`src/rtl/led_matrix_scan_ctrl_pkg.sv`:
```
// Shared types and glyph bitmaps for the 5x7 LED matrix scan controller.
// Bitmaps are indexed [column], bit n of each entry drives row n+1.
package led_matrix_pkg;

  localparam int unsigned NCOLS = 5;
  localparam int unsigned NROWS = 7;

  typedef enum logic [1:0] {
    GL_ZERO = 2'b00,
    GL_A    = 2'b01,
    GL_G    = 2'b10
  } glyph_e;

  typedef enum logic [1:0] {
    IDLE,
    SHOW_A,
    SHOW_G
  } arb_state_e;

  typedef logic [NROWS-1:0] bitmap_t [NCOLS];

  localparam bitmap_t GLYPH_ZERO = '{7'b0011100, 7'b0111110, 7'b1000001, 7'b0111110, 7'b0011100};
  localparam bitmap_t GLYPH_A    = '{7'b1111100, 7'b1101110, 7'b0010011, 7'b1101110, 7'b1111100};
  localparam bitmap_t GLYPH_G    = '{7'b0011100, 7'b0111110, 7'b1001001, 7'b1111001, 7'b0111010};

  function automatic logic [NCOLS-1:0] col_onehot(input logic [2:0] col);
    logic [NCOLS-1:0] oh;
    oh = '0;
    for (int unsigned i = 0; i < NCOLS; i++) begin
      if (col == 3'(i)) oh[i] = 1'b1;
    end
    return oh;
  endfunction

endpackage

```
`src/rtl/led_matrix_scan_ctrl_if.sv`:
```
// Display-side signal bundle: enable/requests in, column/row drive and status out.
interface led_matrix_scan_ctrl_if;
  import led_matrix_pkg::*;

  logic             EN;
  logic             AS;
  logic             GT;
  logic [NCOLS-1:0] C;
  logic [NROWS-1:0] L;
  logic [1:0]       GLYPH;
  logic             FRAME_DONE;

  modport master (output EN, AS, GT, input C, L, GLYPH, FRAME_DONE);
  modport slave  (input EN, AS, GT, output C, L, GLYPH, FRAME_DONE);
endinterface

```
`src/rtl/led_matrix_scan_ctrl_glyph_rom.sv`:
```
// Combinational glyph bitmap lookup: (glyph, column) -> 7-bit row pattern.
module glyph_rom
  import led_matrix_pkg::*;
(
  input  glyph_e           glyph,
  input  logic [2:0]       col,
  output logic [NROWS-1:0] rows
);

  always_comb begin
    rows = '0;
    if (col < 3'(NCOLS)) begin
      case (glyph)
        GL_A:    rows = GLYPH_A[col];
        GL_G:    rows = GLYPH_G[col];
        default: rows = GLYPH_ZERO[col];
      endcase
    end
  end

endmodule

```
`src/rtl/led_matrix_scan_ctrl.sv`:
```
// 5x7 LED matrix column scanner with frame-aligned round-robin glyph scheduling
// between the A and G requesters, falling back to "0" when idle.
module led_matrix_scan_ctrl
  import led_matrix_pkg::*;
#(
  parameter int unsigned SCAN_DIV    = 1000,
  parameter int unsigned HOLD_FRAMES = 50
) (
  input logic             CLK,
  input logic             RST_N,
  led_matrix_scan_ctrl_if.slave disp
);

  localparam int unsigned PW = (SCAN_DIV > 1) ? $clog2(SCAN_DIV) : 1;
  localparam int unsigned HW = (HOLD_FRAMES > 1) ? $clog2(HOLD_FRAMES) : 1;

  logic             as_s1, as_s, gt_s1, gt_s;
  logic [PW-1:0]    pre;
  logic [2:0]       col;
  logic             tick, frame_end;
  logic [HW-1:0]    hold, hold_n;
  arb_state_e       state, state_n;
  glyph_e           last, last_n, grant, cur_glyph;
  logic [NROWS-1:0] rom_rows;
  logic [NCOLS-1:0] c_q;
  logic [NROWS-1:0] l_q;
  logic             fd_q;

  always_ff @(posedge CLK or negedge RST_N) begin
    if (!RST_N) begin
      as_s1 <= 1'b0;
      as_s  <= 1'b0;
      gt_s1 <= 1'b0;
      gt_s  <= 1'b0;
    end else begin
      as_s1 <= disp.AS;
      as_s  <= as_s1;
      gt_s1 <= disp.GT;
      gt_s  <= gt_s1;
    end
  end

  assign tick      = (pre == PW'(SCAN_DIV - 1));
  assign frame_end = tick && (col == 3'd4);

  always_ff @(posedge CLK or negedge RST_N) begin
    if (!RST_N) begin
      pre <= '0;
      col <= '0;
    end else if (!disp.EN) begin
      pre <= '0;
      col <= '0;
    end else if (tick) begin
      pre <= '0;
      col <= (col == 3'd4) ? 3'd0 : col + 3'd1;
    end else begin
      pre <= pre + PW'(1);
    end
  end

  always_ff @(posedge CLK or negedge RST_N) begin
    if (!RST_N) begin
      state <= IDLE;
      hold  <= '0;
      last  <= GL_G;
    end else if (!disp.EN) begin
      state <= IDLE;
      hold  <= '0;
    end else begin
      state <= state_n;
      hold  <= hold_n;
      last  <= last_n;
    end
  end

  // Decisions only on frame boundaries; an unfinished hold wins over any request change.
  always_comb begin
    state_n = state;
    hold_n  = hold;
    last_n  = last;
    grant   = GL_ZERO;
    if (frame_end) begin
      if (state != IDLE && hold < HW'(HOLD_FRAMES - 1)) begin
        hold_n = hold + HW'(1);
      end else begin
        if (as_s && gt_s)  grant = (last == GL_A) ? GL_G : GL_A;
        else if (as_s)     grant = GL_A;
        else if (gt_s)     grant = GL_G;
        case (grant)
          GL_A: begin
            state_n = SHOW_A;
            hold_n  = '0;
            last_n  = GL_A;
          end
          GL_G: begin
            state_n = SHOW_G;
            hold_n  = '0;
            last_n  = GL_G;
          end
          default: state_n = IDLE;
        endcase
      end
    end
  end

  always_comb begin
    case (state)
      SHOW_A:  cur_glyph = GL_A;
      SHOW_G:  cur_glyph = GL_G;
      default: cur_glyph = GL_ZERO;
    endcase
  end

  glyph_rom u_rom (
    .glyph(cur_glyph),
    .col  (col),
    .rows (rom_rows)
  );

  always_ff @(posedge CLK or negedge RST_N) begin
    if (!RST_N) begin
      c_q  <= '0;
      l_q  <= '0;
      fd_q <= 1'b0;
    end else begin
      c_q  <= disp.EN ? col_onehot(col) : '0;
      l_q  <= disp.EN ? rom_rows : '0;
      fd_q <= disp.EN && frame_end;
    end
  end

  assign disp.C          = c_q;
  assign disp.L          = l_q;
  assign disp.GLYPH      = cur_glyph;
  assign disp.FRAME_DONE = fd_q;

endmodule

```
`src/flat_wrapper.sv`:
```
// flat-port wrapper written by rule: the top's interface ports become plain ports
module led_matrix_scan_ctrl_flat import led_matrix_pkg::*;
#(
  parameter int unsigned SCAN_DIV    = 1000,
  parameter int unsigned HOLD_FRAMES = 50
)
  (CLK, RST_N, disp_EN, disp_AS, disp_GT, disp_C, disp_L, disp_GLYPH, disp_FRAME_DONE);
  led_matrix_scan_ctrl_if disp_i ();
  input logic CLK;
  input logic RST_N;
  input wire logic [$bits(disp_i.EN)-1:0] disp_EN;
  input wire logic [$bits(disp_i.AS)-1:0] disp_AS;
  input wire logic [$bits(disp_i.GT)-1:0] disp_GT;
  output wire logic [$bits(disp_i.C)-1:0] disp_C;
  output wire logic [$bits(disp_i.L)-1:0] disp_L;
  output wire logic [$bits(disp_i.GLYPH)-1:0] disp_GLYPH;
  output wire logic [$bits(disp_i.FRAME_DONE)-1:0] disp_FRAME_DONE;
  assign disp_i.EN = disp_EN;
  assign disp_i.AS = disp_AS;
  assign disp_i.GT = disp_GT;
  assign disp_C = disp_i.C;
  assign disp_L = disp_i.L;
  assign disp_GLYPH = disp_i.GLYPH;
  assign disp_FRAME_DONE = disp_i.FRAME_DONE;
  led_matrix_scan_ctrl #(.SCAN_DIV(SCAN_DIV), .HOLD_FRAMES(HOLD_FRAMES)) u_core (.CLK(CLK), .RST_N(RST_N), .disp(disp_i));
endmodule
```
`config.mk`:
```
export PLATFORM = sky130hd
export DESIGN_NAME = led_matrix_scan_ctrl_flat
export DESIGN_NICKNAME = d
export VERILOG_FILES = /design/src/rtl/led_matrix_scan_ctrl_pkg.sv /design/src/rtl/led_matrix_scan_ctrl_if.sv /design/src/rtl/led_matrix_scan_ctrl_glyph_rom.sv /design/src/rtl/led_matrix_scan_ctrl.sv /design/src/flat_wrapper.sv
export SDC_FILE = /design/constraint.sdc
export NUM_CORES = 1
export LEC_CHECK = 0
export ABC_AREA = 1
export CORE_AREA = 8 8 72 74
export CTS_CLUSTER_DIAMETER = 50
export DETAILED_ROUTE_END_ITERATION = 12
export DIE_AREA = 0 0 80 82
export PLACE_DENSITY_LB_ADDON = 0.2
export SLEW_MARGIN = 10
export SYNTH_ARGS = -nofsm -noshare
export SYNTH_HDL_FRONTEND = slang
export SYNTH_HIERARCHICAL = 1
export SYNTH_SLANG_ARGS = --single-unit
```
`constraint.sdc`:
```
create_clock -name CLK -period 1.9 [get_ports CLK]
set_input_delay 0.57 -clock CLK [delete_from_list [all_inputs] [get_ports CLK]]
set_output_delay 0.57 -clock CLK [all_outputs]
set_load 0.005 [all_outputs]
```
; ---- After elaboration in Yosys (flattened, before gate mapping)
; Memories as Yosys holds them, arrays and structs flattened.
; Index checks and enable logic that the tools add are counted.
[word_totals]
ff_bits = 40
romBits = 168
inputBits = 5
output_inout_bits = 15
elab_cells = 86
memories = 3
[mem_list]
columns = memory, words, word_bits, read_ports, rd_clocked_by_memory_dff, wr, line_no
row1 = (no name shown), 8, 7, 1, 0, 0, led_matrix_scan_ctrl_glyph_rom.sv:16  ; default: rows = GLYPH_ZERO[col];
row2 = (no name shown), 8, 7, 1, 0, 0, led_matrix_scan_ctrl_glyph_rom.sv:15  ; GL_G: rows = GLYPH_G[col];
row3 = (no name shown), 8, 7, 1, 0, 0, led_matrix_scan_ctrl_glyph_rom.sv:14  ; GL_A: rows = GLYPH_A[col];
[classes]
n_addsub = 3
n_lt_le_gt_ge = 3
n_eq_ne = 16
mux = 36
bitwise = 2
reduce_logical = 11
[op_table]
columns = op, count
row1 = 7-bit two-way mux, 8
row2 = 6-bit two-way mux, 4
row3 = 10-bit two-way mux, 2
row4 = 2-bit two-way mux, 9
row5 = 7-bit case mux with 2 select lines, 1
row6 = 2-bit case mux with 2 select lines, 3
row7 = "10-bit by 1-bit adder with 10-bit output, second input constant", 1
row8 = "10-bit == test, second input constant", 1
row9 = 3-bit two-way mux, 3
row10 = "2-bit by 1-bit == test with 1-bit output, second input constant", 4
row11 = "6-bit by 1-bit adder with 6-bit output, second input constant", 1
row12 = "2-bit == test, second input constant", 3
row13 = "3-bit by 2-bit == test with 1-bit output, second input constant", 2
row14 = "6-bit less-than comparator, second input constant", 1
row15 = 1-bit two-way mux, 5
row16 = 5-bit two-way mux, 1
row17 = "4-bit >= comparator, second input constant", 1
row18 = 1-bit logical AND, 4
row19 = "2-bit by 1-bit inequality test with 1-bit output, second input constant", 2
row20 = 3-bit inverter with 4-bit output, 1
row21 = 2-bit AND reduction, 2
row22 = 4-bit AND reduction, 1
row23 = 2-bit nonzero test, 2
row24 = "3-bit by 1-bit adder with 3-bit output, second input constant", 1
row25 = other kinds (8), 8

; ---- Logic depth before layout (Yosys ltp)
[logic_depth]
depth_word = 11
depth_mapped = 12
mapped_depth_nobuf = 12

; ---- Cells and area by module
; The synthesis kept the hierarchy.
[modules_own_cells]
columns = module, n_inst, cells_each, area_per_inst_um2
row1 = led_matrix_scan_ctrl, 1, 215, 1904.3
row2 = glyph_rom, 1, 51, 230.2

; ---- Worst setup path after synthesis
; No wires, ideal clock.
[synth_timing]
path_type = flip-flop to flip-flop
startpoint = register u_core.state[1]
endpoint = register u_core.l_q[5] (netlist: u_core/disp.L[5])
setup_time_ps = 114
arrival_ps = 1346
required_ps = 1786
slack_ps = 440
stages_incl_launch_ff = 10
path_buffers = 0
synth_period_minus_slack_ps = 1460
path_cell_list = dfrtp_1 > nor2_1 > inv_1 > ha_1 > inv_1 > nand2_1 > nor2_1 > nor2_1 > nand2_1 > inv_1
[synth_between]
elab_chain_len = 6
[synth_lines]
columns = item, line_no
row1 = start: declaration, led_matrix_scan_ctrl.sv:22  ; arb_state_e state, state_n;
row2 = start signal: assignment, led_matrix_scan_ctrl.sv:70  ; state <= state_n;
row3 = 2-bit == test or 2-bit by 1-bit == test with 1-bit output (tied branches), led_matrix_scan_ctrl.sv:107  ; case (state)
row4 = 2-bit case mux with 2 select lines (*), led_matrix_scan_ctrl.sv:107
row5 = net disp_GLYPH[0], flat_wrapper.sv:16  ; output wire logic [$bits(disp_i.GLYPH)-1:0] disp_GLYPH;
row6 = 2-bit == test or 2-bit by 1-bit == test with 1-bit output (tied branches), led_matrix_scan_ctrl_glyph_rom.sv:13  ; case (glyph)
row7 = 7-bit case mux with 2 select lines (*), led_matrix_scan_ctrl_glyph_rom.sv:13
row8 = 7-bit two-way mux (*), led_matrix_scan_ctrl_glyph_rom.sv:12  ; if (col < 3'(NCOLS)) begin
row9 = net u_core.rom_rows[5], led_matrix_scan_ctrl.sv:24  ; logic [NROWS-1:0] rom_rows;
row10 = 7-bit two-way mux (*), led_matrix_scan_ctrl.sv:127  ; l_q <= disp.EN ? rom_rows : '0;
row11 = end signal: assignment, led_matrix_scan_ctrl.sv:127
row12 = end: declaration, led_matrix_scan_ctrl.sv:26  ; logic [NROWS-1:0] l_q;
; The timed path passes the listed nets; every way through them passes the cells marked *.
; A chain may end at the register's enable or synchronous reset.

; ---- Worst setup path after layout
[layout_timing]
startpoint = register u_core.state[1]
endpoint = output disp_GLYPH[0]
[layout_between]
elab_chain_len = 2
[layout_lines]
columns = item, line_no
row1 = 2-bit == test or 2-bit by 1-bit == test with 1-bit output (tied branches), led_matrix_scan_ctrl.sv:107
row2 = 2-bit case mux with 2 select lines (*), led_matrix_scan_ctrl.sv:107
row3 = end: declaration, flat_wrapper.sv:16
; Mark *: on every way between the ends. The rest lies on a longest branch, timed or not.

==> reports/qor.csv <==
stage,metric,value,unit
route,Max Used Layer,met4,
cts,CTS tree,yes,
grt,largest net degree at the start of global routing,22,
power_and_ir_drop,worst vdd ir,0.558,mV
sta,"Setup violations, final",0,
grt,initial antenna violation count,0,
route,DRC,0,
logic_synthesis,ys flop type,dfrtp_1,
sta,"Slew Viols, Final",0,
final_layout,layout cells sized above 1,10.8,%
sta,RSZ-0062 raised after global routing,no,
place,# port buffers,19,
cts,clock sinks,40,
sta,Max Freq,0.564,GHz
logic_synthesis,"Distinct cells, synth",28,
cts,Post-CTS Hold Buffers,0,
route,drt wl/cell,11.1,um
worst_setup_path,crit path launch type,register,
final_layout,Final nets,311,
place,GPL Wtd Cong,0.875,
route,antenna-violating nets left,0,
sta,Final Skew,0.00512,ns
cts,worst skew pair latency,0.29,ns
floorplanning,Core Footprint,0.00414,mm^2
logic_synthesis,synth cell count leaders,"nand2_1 (69), nor2_1 (45), inv_1 (40), dfrtp_1 (39), nand3_1 (18)",
worst_setup_path,"Slowest-stage cell, CP",dfrtp_1,
logic_synthesis,Synth top area share,45.7,%
logic_synthesis,Mean Syn Cell Area,8.02,um^2
logic_synthesis,Synth Instances,266,
route,routed length on met2,1.82,mm
cts,root buf cell,clkbuf_8,
route,Via Count,1658,
worst_setup_path,Setup CP Type,register to primary output,
route,routed vias/inst,4.76,
sta,Fin Setup TNS,0,ns
outcome,status,"complete, no violations",
worst_setup_path,worst path cell trace,buf_4 -> nor2_2 -> dlygate4sd2_1,
place,placed cell count,339,
grt,GRT overflow,0,
grt,global-route wire length before repair,7.18,mm
route,1st-pass router iterations,4,
route,WL met3,155,um
route,met1 WL,1.84,mm
logic_synthesis,Post-synth ARST share,100,%
grt,number of global-route vias before repair,1644,
logic_synthesis,leading post-synthesis cells by cell area,"dfrtp_1 (46%), nand2_1 (12%), nor2_1 (7.9%)",
route,DRT iter0 DRCs,62,
logic_synthesis,sequential-to-total area share from yosys stat,47.0,%
worst_setup_path,critical path's top delay family,buffers and inverters,
worst_setup_path,FF-to-FF setup slack,0.28,ns
sta,Slew Limit Headroom,67.2,%
logic_synthesis,Yosys warning count,6,
worst_setup_path,Crit path buffers/inverters,2,
logic_synthesis,"count leader, synth",nand2_1,
worst_hold_path,Worst Hold Class,primary input to asynchronous set/reset pin,
floorplanning,Starting Density,51.5,%
place,placed cell areas,0.00240,mm^2
cts,"Reg clk slew, reported paths",0.07,ns
logic_synthesis,post-synthesis instance area,0.00213,mm^2
floorplanning,Rows,24,
floorplanning,Die Wd,80,um
final_layout,final cell count without fillers,348,
logic_synthesis,leading area contributor after synthesis,dfrtp_1,
sta,slew of the pin with the lowest slew margin,0.493,ns
worst_setup_path,Critical Path AT,1.20,ns
worst_setup_path,CP endpoint kind,primary output,
floorplanning,Die Y,82,um
sta,period utilization,93.4,%
place,HPWL Detailed,2.91,mm
floorplanning,die area,0.00656,mm^2
worst_setup_path,worst path required time,1.33,ns
cts,CTS buffer count,5,
sta,Final Hold Viols,0,
power_and_ir_drop,leakage power,1.30,nW
worst_setup_path,CP max FO,3,
route,Routed WL,3.85,mm
power_and_ir_drop,Pwr per Cell Area,645,mW/mm^2
grt,global-route usage over all layers,13.6,%
logic_synthesis,Synth Net Count,282,
power_and_ir_drop,total power,1.63,mW
final_layout,design area,0.00252,mm^2
sta,post-layout minimum cycle time,1.77,ns
final_layout,antenna cells,0,
cts,CTS H-tree lvls,2,
logic_synthesis,Synth Register Bits,40,
final_layout,area delta synth->final,18.1,%
worst_setup_path,crit-path max cell delay,0.38,ns
cts,Max clock buf depth,2,
floorplanning,io pins,20,
logic_synthesis,"EDFF count, synth",0,
run,Max-Cap Viols,0,
-- cell usage in the layout (no fill, tap or decap), types with 3 or more instances in the layout --
cell type	Yosys	final
a21oi_1	5	5
buf_4	1	5
clkbuf_8	0	5
clkdlybuf4s50_1	0	16
dfrtp_1	39	39
ha_1	11	11
inv_1	40	40
nand2_1	69	69
nand2_2	3	3
nand3_1	18	18
nand4_1	3	3
nor2_1	45	43
nor2_2	2	4
o21ai_0	6	6
xor2_1	4	4
-- layout make-up --
type                            instances  area [um^2]
Sequential cell                        40         1000
Inverter                               42          158
Fill cell                             386         1620
Multi-Input combinational cell        181          948
Timing Repair Buffer                   25          240
Tap cell                               52         65.1
Clock buffer                            6         72.6
Clock inverter                          2         35.0
-- power breakdown --
part	total, mW	switching (mW)	internal [mW]
sequential	0.871	0.00648	0.864
combinational	0.0849	0.0506	0.0343
clock	0.671	0.282	0.390
total	1.63	0.339	1.29
-- sequential cells by signal (all words and copies together) (netlist names) --
signal / count
u_core/gt_s1: 1
u_core/pre: 10
u_core/disp.C: 5
u_core/col: 3
u_core/state: 2
u_core/gt_s: 1
u_core/as_s1: 1
u_core/hold: 6
u_core/last: 2
u_core/as_s: 1
u_core/disp.L: 7
u_core/disp.FRAME_DONE: 1
-- worst register-to-register path, stage by stage, from the launching register on --
cell and delay [ns]:
dfrtp_1 0.38, buf_4 0.14, nor2_2 0.14, inv_1 0.08
ha_1 0.35, inv_1 0.11, nand2_1 0.08, nor2_1 0.11
nor2_1 0.04, nand2_1 0.06, inv_1 0.03
-- metrics by stage --
step | setup WS, ns | hold slack, ns | util [%]
6_report | 0.126 | 0.236 | 60.8
5_1_grt | 0.0565 | 0.267 | 60.8
4_1_cts | 0.100 | 0.245 | 60.8
3_5_place_dp | 0.0312 | 0.338 | 58.0
3_3_place_gp | 0.0545 | 0.332 | 58.0
2_1_floorplan | 0.440 | 0.274 | -
-- routing by layer --
| metal | track usage, % | vias to the layer above |
|---|---|---|
| li1 | - | 872 |
| met4 | 5.45 | 0 |
| met1 | 16.4 | 760 |
| met3 | 2.95 | 4 |
| met2 | 23.1 | 22 |
| met5 | 0 | - |
-- worst paths after layout --
check | start | to | cells past startpoint
setup / recovery | u_core/state[1] | disp_GLYPH[0] | 3
hold / removal | RST_N | u_core/pre[7] | 1
setup reg to reg | u_core/state[1] | u_core/disp.L[5] | 10
hold reg to reg | u_core/gt_s1 | u_core/gt_s | 0
max in group asynchronous | RST_N | u_core/state[0] | 2
min in group CLK | u_core/gt_s1 | u_core/gt_s | 0
-- cells by family (layout without fill, tap and decap cells) --
logic type,after synthesis,after routing,synth area share (%)
AOI/OAI and AO/OA,14,14,3.52
adders and majority gates,11,11,6.45
and+or+nand+nor,151,151,32.2
buffers and inverters,45,75,8.85
xor gates and xnor gates,5,5,2.05
DFF,40,40,47.0
-- timing repair --
action | in CTS | in global routing
buffers inserted | 1 | 0
setup endpoints to repair | 2 | 0
gates resized for setup | 4 | 0
Note: power is estimated with default switching activity, not from simulation.
